<file path="config.mk">
export PLATFORM = sky130hd
export DESIGN_NAME = mem_lsu
export DESIGN_NICKNAME = d
export VERILOG_FILES = /design/src/rtl/rv_pkg.sv /design/src/rtl/lsu_align.sv /design/src/rtl/mem_lsu.sv
export SDC_FILE = /design/constraint.sdc
export NUM_CORES = 1
export LEC_CHECK = 0
export CAP_MARGIN = 20
export CORE_AREA = 2 2 151 153
export DETAILED_ROUTE_END_ITERATION = 8
export DIE_AREA = 0 0 153 155
export PLACE_DENSITY = 0.57
export RECOVER_POWER = 100
export SETUP_SLACK_MARGIN = 0.3
export SLEW_MARGIN = 10
export SYNTH_ARGS = -nofsm -noshare
export SYNTH_HDL_FRONTEND = slang
export SYNTH_SLANG_ARGS = --single-unit
</file>
<file path="constraint.sdc">
create_clock -name clk -period 2.34 [get_ports clk]
set_input_delay 0.234 -clock clk [delete_from_list [all_inputs] [get_ports clk]]
set_output_delay 0.234 -clock clk [all_outputs]
set_load 0.005 [all_outputs]
</file>
<file path="src/rtl/rv_pkg.sv">
// ---------------------------------------------------------------------------
// rv_pkg
// Shared definitions for the memory-access stage and its alignment helper:
// access-size encodings, exception cause codes and the LSU state encoding.
// No ports (package).
// ---------------------------------------------------------------------------
package rv_pkg;

    // Access size as carried by the load/store funct3[1:0]
    localparam logic [1:0] SIZE_BYTE = 2'd0;
    localparam logic [1:0] SIZE_HALF = 2'd1;
    localparam logic [1:0] SIZE_WORD = 2'd2;

    // Machine exception cause codes raised by the memory stage
    localparam logic [4:0] LD_MISALIGN = 5'd4;
    localparam logic [4:0] LD_FAULT    = 5'd5;
    localparam logic [4:0] ST_MISALIGN = 5'd6;
    localparam logic [4:0] ST_FAULT    = 5'd7;

    typedef enum logic {
        ST_IDLE    = 1'b0,
        ST_WAIT_RD = 1'b1
    } lsu_state_t;

endpackage

</file>
<file path="src/rtl/lsu_align.sv">
// ---------------------------------------------------------------------------
// lsu_align
// Purely combinational lane logic for sub-word memory accesses.
//   size        : access size (byte/half/word, 3 behaves as word)
//   addr_lo     : address bits [1:0]
//   is_unsigned : zero-extend instead of sign-extend loaded data
//   wdata       : store data from the register file
//   rdata       : raw word returned by the RAM
//   be          : byte enables for the addressed lanes
//   wdata_out   : store data replicated into every lane
//   rdata_out   : loaded value shifted down and extended to 32 bits
// ---------------------------------------------------------------------------
module lsu_align
    import rv_pkg::*;
(
    input  logic [1:0]  size,
    input  logic [1:0]  addr_lo,
    input  logic        is_unsigned,
    input  logic [31:0] wdata,
    input  logic [31:0] rdata,
    output logic [3:0]  be,
    output logic [31:0] wdata_out,
    output logic [31:0] rdata_out
);

    logic [31:0] sh;
    logic        sign_b;
    logic        sign_h;

    // Replicating the store data means the RAM can pick any lane by byte
    // enable alone, with no shifter on the write path.
    always_comb begin
        sh     = rdata >> {addr_lo, 3'b000};
        sign_b = ~is_unsigned & sh[7];
        sign_h = ~is_unsigned & sh[15];
        case (size)
            SIZE_BYTE: begin
                be        = 4'b0001 << addr_lo;
                wdata_out = {4{wdata[7:0]}};
                rdata_out = {{24{sign_b}}, sh[7:0]};
            end
            SIZE_HALF: begin
                be        = 4'b0011 << addr_lo;
                wdata_out = {2{wdata[15:0]}};
                rdata_out = {{16{sign_h}}, sh[15:0]};
            end
            default: begin
                be        = 4'b1111;
                wdata_out = wdata;
                rdata_out = sh;
            end
        endcase
    end

endmodule

</file>
<file path="src/rtl/mem_lsu.sv">
// ---------------------------------------------------------------------------
// mem_lsu
// Memory-access stage of the 5-stage pipeline. Issues load/store requests
// on the data-RAM port, stalls the pipeline while a transaction is open,
// and reports misaligned and timed-out accesses as exceptions.
//   clk, cpurst        : clock and synchronous active-high reset
//   exe2mem_*          : instruction arriving from the execute stage
//   dram_req/we/addr/be/wdata : RAM request channel
//   dram_gnt           : request accepted this cycle
//   dram_rvalid/rdata  : RAM read response
//   readram_stall      : hold upstream, bubble downstream
//   mem2wb_*           : combinational results valid in the completion cycle
// ---------------------------------------------------------------------------
module mem_lsu
    import rv_pkg::*;
#(
    parameter int TIMEOUT = 16,
    parameter int CNT_W   = 5
) (
    input  logic        clk,
    input  logic        cpurst,
    input  logic        exe2mem_valid,
    input  logic        exe2mem_load,
    input  logic        exe2mem_store,
    input  logic [1:0]  exe2mem_size,
    input  logic        exe2mem_unsigned,
    input  logic [31:0] exe2mem_addr,
    input  logic [31:0] exe2mem_wdata,
    input  logic [31:0] exe2mem_alu_result,
    input  logic        exe2mem_wr_reg,
    input  logic [4:0]  exe2mem_wr_regindex,
    input  logic [31:0] exe2mem_pc,
    input  logic        exe2mem_exp,
    input  logic [4:0]  exe2mem_causecode,
    input  logic [31:0] exe2mem_mtval,
    output logic        dram_req,
    output logic        dram_we,
    output logic [31:0] dram_addr,
    output logic [3:0]  dram_be,
    output logic [31:0] dram_wdata,
    input  logic        dram_gnt,
    input  logic        dram_rvalid,
    input  logic [31:0] dram_rdata,
    output logic        readram_stall,
    output logic        mem2wb_wr_reg,
    output logic [4:0]  mem2wb_wr_regindex,
    output logic [31:0] mem2wb_wr_wdata,
    output logic [31:0] mem2wb_pc,
    output logic        mem2wb_exp,
    output logic [4:0]  mem2wb_causecode,
    output logic [31:0] mem2wb_mtval
);

    localparam logic [CNT_W-1:0] CNT_LAST = CNT_W'(TIMEOUT - 1);

    lsu_state_t       state, state_next;
    logic [CNT_W-1:0] cnt, cnt_next;

    logic        is_load;
    logic        is_store;
    logic        is_mem;
    logic        aligned;
    logic        memop;
    logic        misalign;
    logic        done_ok;
    logic        timeout;
    logic        complete;
    logic [31:0] load_data;

    lsu_align u_align (
        .size        (exe2mem_size),
        .addr_lo     (exe2mem_addr[1:0]),
        .is_unsigned (exe2mem_unsigned),
        .wdata       (exe2mem_wdata),
        .rdata       (dram_rdata),
        .be          (dram_be),
        .wdata_out   (dram_wdata),
        .rdata_out   (load_data)
    );

    // Access classification. A load flag wins if both flags are ever set,
    // so the store path never sees an ambiguous instruction.
    always_comb begin
        is_load  = exe2mem_load;
        is_store = exe2mem_store & ~exe2mem_load;
        case (exe2mem_size)
            SIZE_BYTE: aligned = 1'b1;
            SIZE_HALF: aligned = ~exe2mem_addr[0];
            default:   aligned = (exe2mem_addr[1:0] == 2'b00);
        endcase
        is_mem   = exe2mem_valid & (is_load | is_store) & ~exe2mem_exp;
        memop    = is_mem & aligned;
        misalign = is_mem & ~aligned;
        done_ok  = memop & (((state == ST_IDLE) & is_store & dram_gnt) |
                            ((state == ST_WAIT_RD) & dram_rvalid));
        // The timeout only fires when nothing else finishes the access in
        // the same cycle, so a response on the last allowed cycle still wins.
        timeout  = memop & (cnt == CNT_LAST) & ~done_ok;
        complete = done_ok | timeout;
    end

    always_ff @(posedge clk) begin
        if (cpurst) begin
            state <= ST_IDLE;
            cnt   <= '0;
        end else begin
            state <= state_next;
            cnt   <= cnt_next;
        end
    end

    // A granted load that also hits the timeout is abandoned, so its
    // response arrives in IDLE and is dropped there.
    always_comb begin
        state_next = state;
        case (state)
            ST_IDLE:
                if (memop & is_load & dram_gnt & ~timeout)
                    state_next = ST_WAIT_RD;
            ST_WAIT_RD:
                if (~memop | complete)
                    state_next = ST_IDLE;
            default:
                state_next = ST_IDLE;
        endcase
        cnt_next = readram_stall ? cnt + 1'b1 : '0;
    end

    // RAM request channel and writeback results. Exceptions and stores
    // never write the register file.
    always_comb begin
        readram_stall      = memop & ~complete;
        dram_req           = memop & (state == ST_IDLE);
        dram_we            = memop & is_store;
        dram_addr          = {exe2mem_addr[31:2], 2'b00};
        mem2wb_pc          = exe2mem_pc;
        mem2wb_wr_reg      = 1'b0;
        mem2wb_wr_regindex = '0;
        mem2wb_wr_wdata    = '0;
        mem2wb_exp         = 1'b0;
        mem2wb_causecode   = '0;
        mem2wb_mtval       = '0;
        if (exe2mem_valid) begin
            mem2wb_wr_regindex = exe2mem_wr_regindex;
            if (exe2mem_exp) begin
                mem2wb_exp       = 1'b1;
                mem2wb_causecode = exe2mem_causecode;
                mem2wb_mtval     = exe2mem_mtval;
            end else if (misalign) begin
                mem2wb_exp       = 1'b1;
                mem2wb_causecode = is_load ? LD_MISALIGN : ST_MISALIGN;
                mem2wb_mtval     = exe2mem_addr;
            end else if (timeout) begin
                mem2wb_exp       = 1'b1;
                mem2wb_causecode = is_load ? LD_FAULT : ST_FAULT;
                mem2wb_mtval     = exe2mem_addr;
            end else if (memop) begin
                if (is_load) begin
                    mem2wb_wr_reg   = exe2mem_wr_reg & ~readram_stall;
                    mem2wb_wr_wdata = load_data;
                end
            end else begin
                mem2wb_wr_reg   = exe2mem_wr_reg;
                mem2wb_wr_wdata = exe2mem_alu_result;
            end
        end
    end

endmodule

</file>
# == Yosys cells after proc, flatten, opt, wreduce, memory -nomap -nowiden ==
# Cells that the tools add are included.
# totals
mem_bits_rw,0
reg_bits,6
in_bits,214
latch_bits,0
wordCells,80
rom_bits,0
mem_count,0
# classes
n_eq_ne,2
n_bitwise,35
reduce_logical,3
n_addsub,1
n_mux,34
n_shift,3
multipliers,0
n_lt_le_gt_ge,0
div_mod_pow,0
# op_table
op,n
$mux W32,10
$pmux W32 S2,2
$shr A32 B5 Y32,1
$and A1 B1 Y1,20
$mux W5,3
$mux W1,12
$not A1 Y1,11
$pmux W4 S2,1
$mux W3,2
$add A5 B1 Y5 const B,1
$eq A5 B4 Y1 const B,1
$logic_not A2 Y1,2
$mux W2,2
$or A1 B1 Y1,4
$pmux W1 S2,2
$shl A1 B2 Y4 const A,1
$shl A2 B2 Y4 const A,1
$eq A2 B1 Y1 const B,1
$reduce_or A2 Y1,1

# == Logic depth before layout (Yosys ltp) ==
# logic_depth
ltp_word,20
depth_mapped,7
depth_no_buf,6

# == Hierarchy ==
# A second synthesis with hierarchy kept.
# unflattened
cells_unflattened,388
area_unflattened_um2,3089.2
# by_module_without_submodules
module,cells_each,area_per_inst_um2,seq_area_each_um2,instances
mem_lsu,206,1771.7,120.1,1
lsu_align,182,1317.5,0.0,1

# == Worst setup path before layout ==
# Ideal clock, no wire load.
# synth_timing
path_kind,flip-flop to output port
startpoint,register cnt[0]
endpoint,output mem2wb_mtval[10]
setup_slack_ps,474
stages_incl_launch_ff,8
t_required_ps,2106
arrival_ps,1632
path_cell_list,dfxtp_1 -> ha_1 -> and3_1 -> ha_1 -> a32oi_2 -> nor2_4 -> buf_6 -> a22o_1
# synth_via
elab_chain_cells,7
# synth_lines
item,line,source
"start, declared",mem_lsu.sv:57,"logic [CNT_W-1:0] cnt, cnt_next;"
"start signal, assigned",mem_lsu.sv:108,cnt <= cnt_next;
$eq A5 B4 Y1,mem_lsu.sv:98,timeout = memop & (cnt == CNT_LAST) & ~done_ok;
$and A1 B1 Y1 (2 in a row),mem_lsu.sv:98,
$mux W32,mem_lsu.sv:153,end else if (timeout) begin
$mux W32,mem_lsu.sv:149,end else if (misalign) begin
$mux W32,mem_lsu.sv:145,if (exe2mem_exp) begin
$mux W32,mem_lsu.sv:143,if (exe2mem_valid) begin
"end, declared",mem_lsu.sv:51,output logic [31:0] mem2wb_mtval
# No other way between the ends.

# == Worst setup path after layout ==
# layout_timing
startpoint,register cnt[0]
endpoint,output mem2wb_mtval[20]
# The elaborated chain is that of the path after synthesis.

==> flow_metrics.env <==
export IMPL_min_path_cells=4
export IMPL_synth_area_per_cell_um2=7.24
export IMPL_worst_hold_slack_ps=455
export IMPL_rsz0062_at_grt="true"
export IMPL_synth_top_cell_area_share_pct=20.2
export IMPL_viasPerCell=4.32
export IMPL_fmax_ghz=0.406
export IMPL_worstSetupEndpointType="primary output"
export IMPL_fp_row_count=55
export IMPL_multi_input_area_um2=2320
export IMPL_violations="setup timing"
export IMPL_path_class="reg -> out"
export IMPL_crit_chain="ha_4 > and3_4 > ha_4 > a32oi_4 > buf_6 > buf_6 > buf_6 > nor2_4 > buf_12 > buf_6 > a22o_1 > buf_2"
export IMPL_cp_required_ps=2110
export IMPL_cts_buffers=3
export IMPL_die_y_um=155
export IMPL_holdBufCountCts=0
export IMPL_powerDensity_nw_per_um2=221
export IMPL_register_area_um2=123
export IMPL_hp_class="in -> reg"
export IMPL_finalWorstSetupSlack_ps=-121
export IMPL_synthCells=406
export IMPL_cts_sinks=6
export IMPL_grt_pass1_vias=4522
export IMPL_tightestPinTransition_ps=520
export IMPL_ys_flop_type="dfxtp_1"
export IMPL_nFillCells=2349
export IMPL_grt_pass1_wl_um=30400
export IMPL_crit_top_cell="buf_6"
export IMPL_synthArstFlopShare_pct=0
export IMPL_synth_area_leaders="buf_4, a22o_1, nand2_1"
export IMPL_io_pins=393
export IMPL_drt_pass1_iter_count=4
export IMPL_slowest_stage="dfxtp_2"
export IMPL_area_growth_pct=140
export IMPL_dieArea_um2=23700
export IMPL_r2r_end="cnt[3]"
export IMPL_start_util_pct=13.2
export IMPL_hpwl_um=17200
export IMPL_synthesis_area_um2=2940
export IMPL_worstPathMaxFanout=5
export IMPL_wirelength_um=21600
export IMPL_port_buffers=326
export IMPL_nets=967
export IMPL_p_leak_uw=0.00309
export IMPL_wire_per_inst_um=20.9
export IMPL_period_share_pct=105
export IMPL_layout_drive_gt1_share_pct=35.6
export IMPL_worst_path_largest_cell_delay_ps=320
export IMPL_htree_levels=1
export IMPL_drt_initial_drc_count=244
export IMPL_overflow=0
export IMPL_drc=0
export IMPL_cts_buffer_depth=2
export IMPL_ys_warn_count=0
export IMPL_final_antenna_net_count=0
export IMPL_r2r_start="cnt[0]"
export IMPL_ys_types=50
export IMPL_gp_congestion=0.808
export IMPL_vias=4476
export IMPL_hold_violations=0
export IMPL_holdPathEnd="state"
export IMPL_grt_max_degree=34
export IMPL_hold_path_startpoint="dram_gnt"
export IMPL_status="complete, but fails checks"
export IMPL_synth_common_cells="buf_4, nand2_1, a21oi_1, a22o_1, o21ai_0"
export IMPL_clk_pin_slew_ps=40
export IMPL_setup_viol=35
export IMPL_vdd_drop_max_mv=0.186
export IMPL_chipWidth_um=153
export IMPL_relSlewSlack_pct=65.4
export IMPL_synth_seq_cells=6
export IMPL_clock_latency_ps=230
export IMPL_dp_slack_ps=-502
export IMPL_final_setup_skew_ps=4.45
export IMPL_root_buffer="clkbuf_16"
export IMPL_coreArea_um2=22200
export IMPL_cp_start_kind="register"
export IMPL_period_minus_slack_ps=2460
export IMPL_grtUsageTotal_pct=17.0
export IMPL_max_cap_violations=0
export IMPL_yosys_area_top_type="buf_4"
export IMPL_antenna_found_initial=3
export IMPL_synth_yosys_seq_area_share_pct=4.09
export IMPL_worstRegToRegCells=9
export IMPL_synth_edff_count=0
export IMPL_cts_tree="built"
export IMPL_arrival_ps=2230
export IMPL_synth_most_common_cell="buf_4"
export IMPL_r2r_slack_ps=360
export IMPL_drv_slew=0
==> worst max path at each step <==
stage	cells after the start	from	endpoint
CTS	11	cnt[0]	mem2wb_mtval[14]
global route	10	exe2mem_size[0]	mem2wb_wr_wdata[21]
finish	12	cnt[0]	mem2wb_mtval[20]
detailed placement	7	exe2mem_size[1]	mem2wb_mtval[16]
floorplan	7	cnt[0]	mem2wb_mtval[10]
global placement	7	exe2mem_size[1]	mem2wb_mtval[16]
==> power breakdown <==
part	internal, uW	total, uW	switching (uW)	leakage [uW]
Combinational	711	1180	469	0.00300
Sequential	104	104	0.692	0.0000494
Clock	219	276	56.6	0.0000370
Total	1030	1560	527	0.00309
==> sequential cells by signal, summed over array words and instances, names as in the netlist <==
name	flops
cnt	5
state	1
==> routing by layer <==
| metal | vias up | track usage (%) | wire [um] |
|---|---|---|---|
| li1 | 2112 | - | - |
| met1 | 2119 | 19.5 | 8220 |
| met2 | 229 | 32.7 | 11600 |
| met3 | 16 | 3.65 | 1610 |
| met4 | 0 | 2.95 | 241 |
| met5 | - | 0 | 0 |
==> what timing repair did <==
action                     CTS  global route
cloned                       6             1
pin swaps                   30            10
resized for setup          366            25
setup buffers               32            10
hold endpoints to repair     0             0
setup endpoints to repair  105            75
==> cell type report <==
class / instances / area share [%]
Multi-Input combinational cell: 281 / 32.9
Tap cell: 285 / 5.05
Timing Repair Buffer: 446 / 58.5
Inverter: 13 / 0.691
Sequential cell: 6 / 1.74
Antenna cell: 2 / 0.0709
Clock buffer: 3 / 1.06
==> cell usage in the layout, fill, tap and decap left out, types with 3 or more instances in the layout <==
cell type	netlist	final
buf_6	5	27
a21o_1	4	4
nand3_1	3	3
clkdlybuf4s50_1	0	175
o21ai_1	10	8
o21ai_4	0	4
buf_16	0	4
clkbuf_1	10	5
buf_2	12	60
nor2_1	16	9
a22oi_2	0	3
a21oi_2	0	22
a22oi_1	16	13
a22o_1	33	33
a21oi_4	1	4
dlymetal6s2s_1	0	3
dlygate4sd3_1	0	69
o21ai_0	18	17
mux4_2	8	8
inv_1	13	13
buf_4	79	71
dlygate4sd2_1	0	6
buf_12	0	10
mux2_2	9	8
o2111a_1	8	8
o32ai_1	8	8
dfxtp_1	6	4
clkbuf_2	0	11
clkbuf_16	0	4
mux2i_1	17	17
nor2_4	1	8
and2_1	6	6
nand2b_1	4	3
a21oi_1	33	8
nand2_1	54	54
==> cells by family after synthesis <==
family          Yosys count  synth area share [%]
compound gates          141                  35.0
buf+inv                 121                  27.3
simple gates             99                  16.7
mux                      34                  15.4
flops                     6                  4.09
fa+ha+maj                 2                 0.851
xor+xnor                  2                 0.596
other cells               1                 0.128
==> critical path, delay by kind of cell, from the launching register on <==
family	cells	cell delay, ps
DFF	1	320
and+or+nand+nor	2	230
adders and majority gates	2	320
buffers and inverters	6	690
AOI/OAI and AO/OA	2	430
==> through the flow <==
step,utilization [%],setup TNS [ps],std cells,power (uW),instance area (um2)
global route,31.8,-5810,1036,1650,7060
floorplan,-,0,407,524,2940
detailed placement,28.8,-28370,982,1230,6400
global placement,28.8,-27240,982,1240,6400
CTS,31.3,-2700,1023,1600,6970
finish,31.8,-1200,1036,1560,7060
No activity file was read; power rests on OpenSTA's default activity.
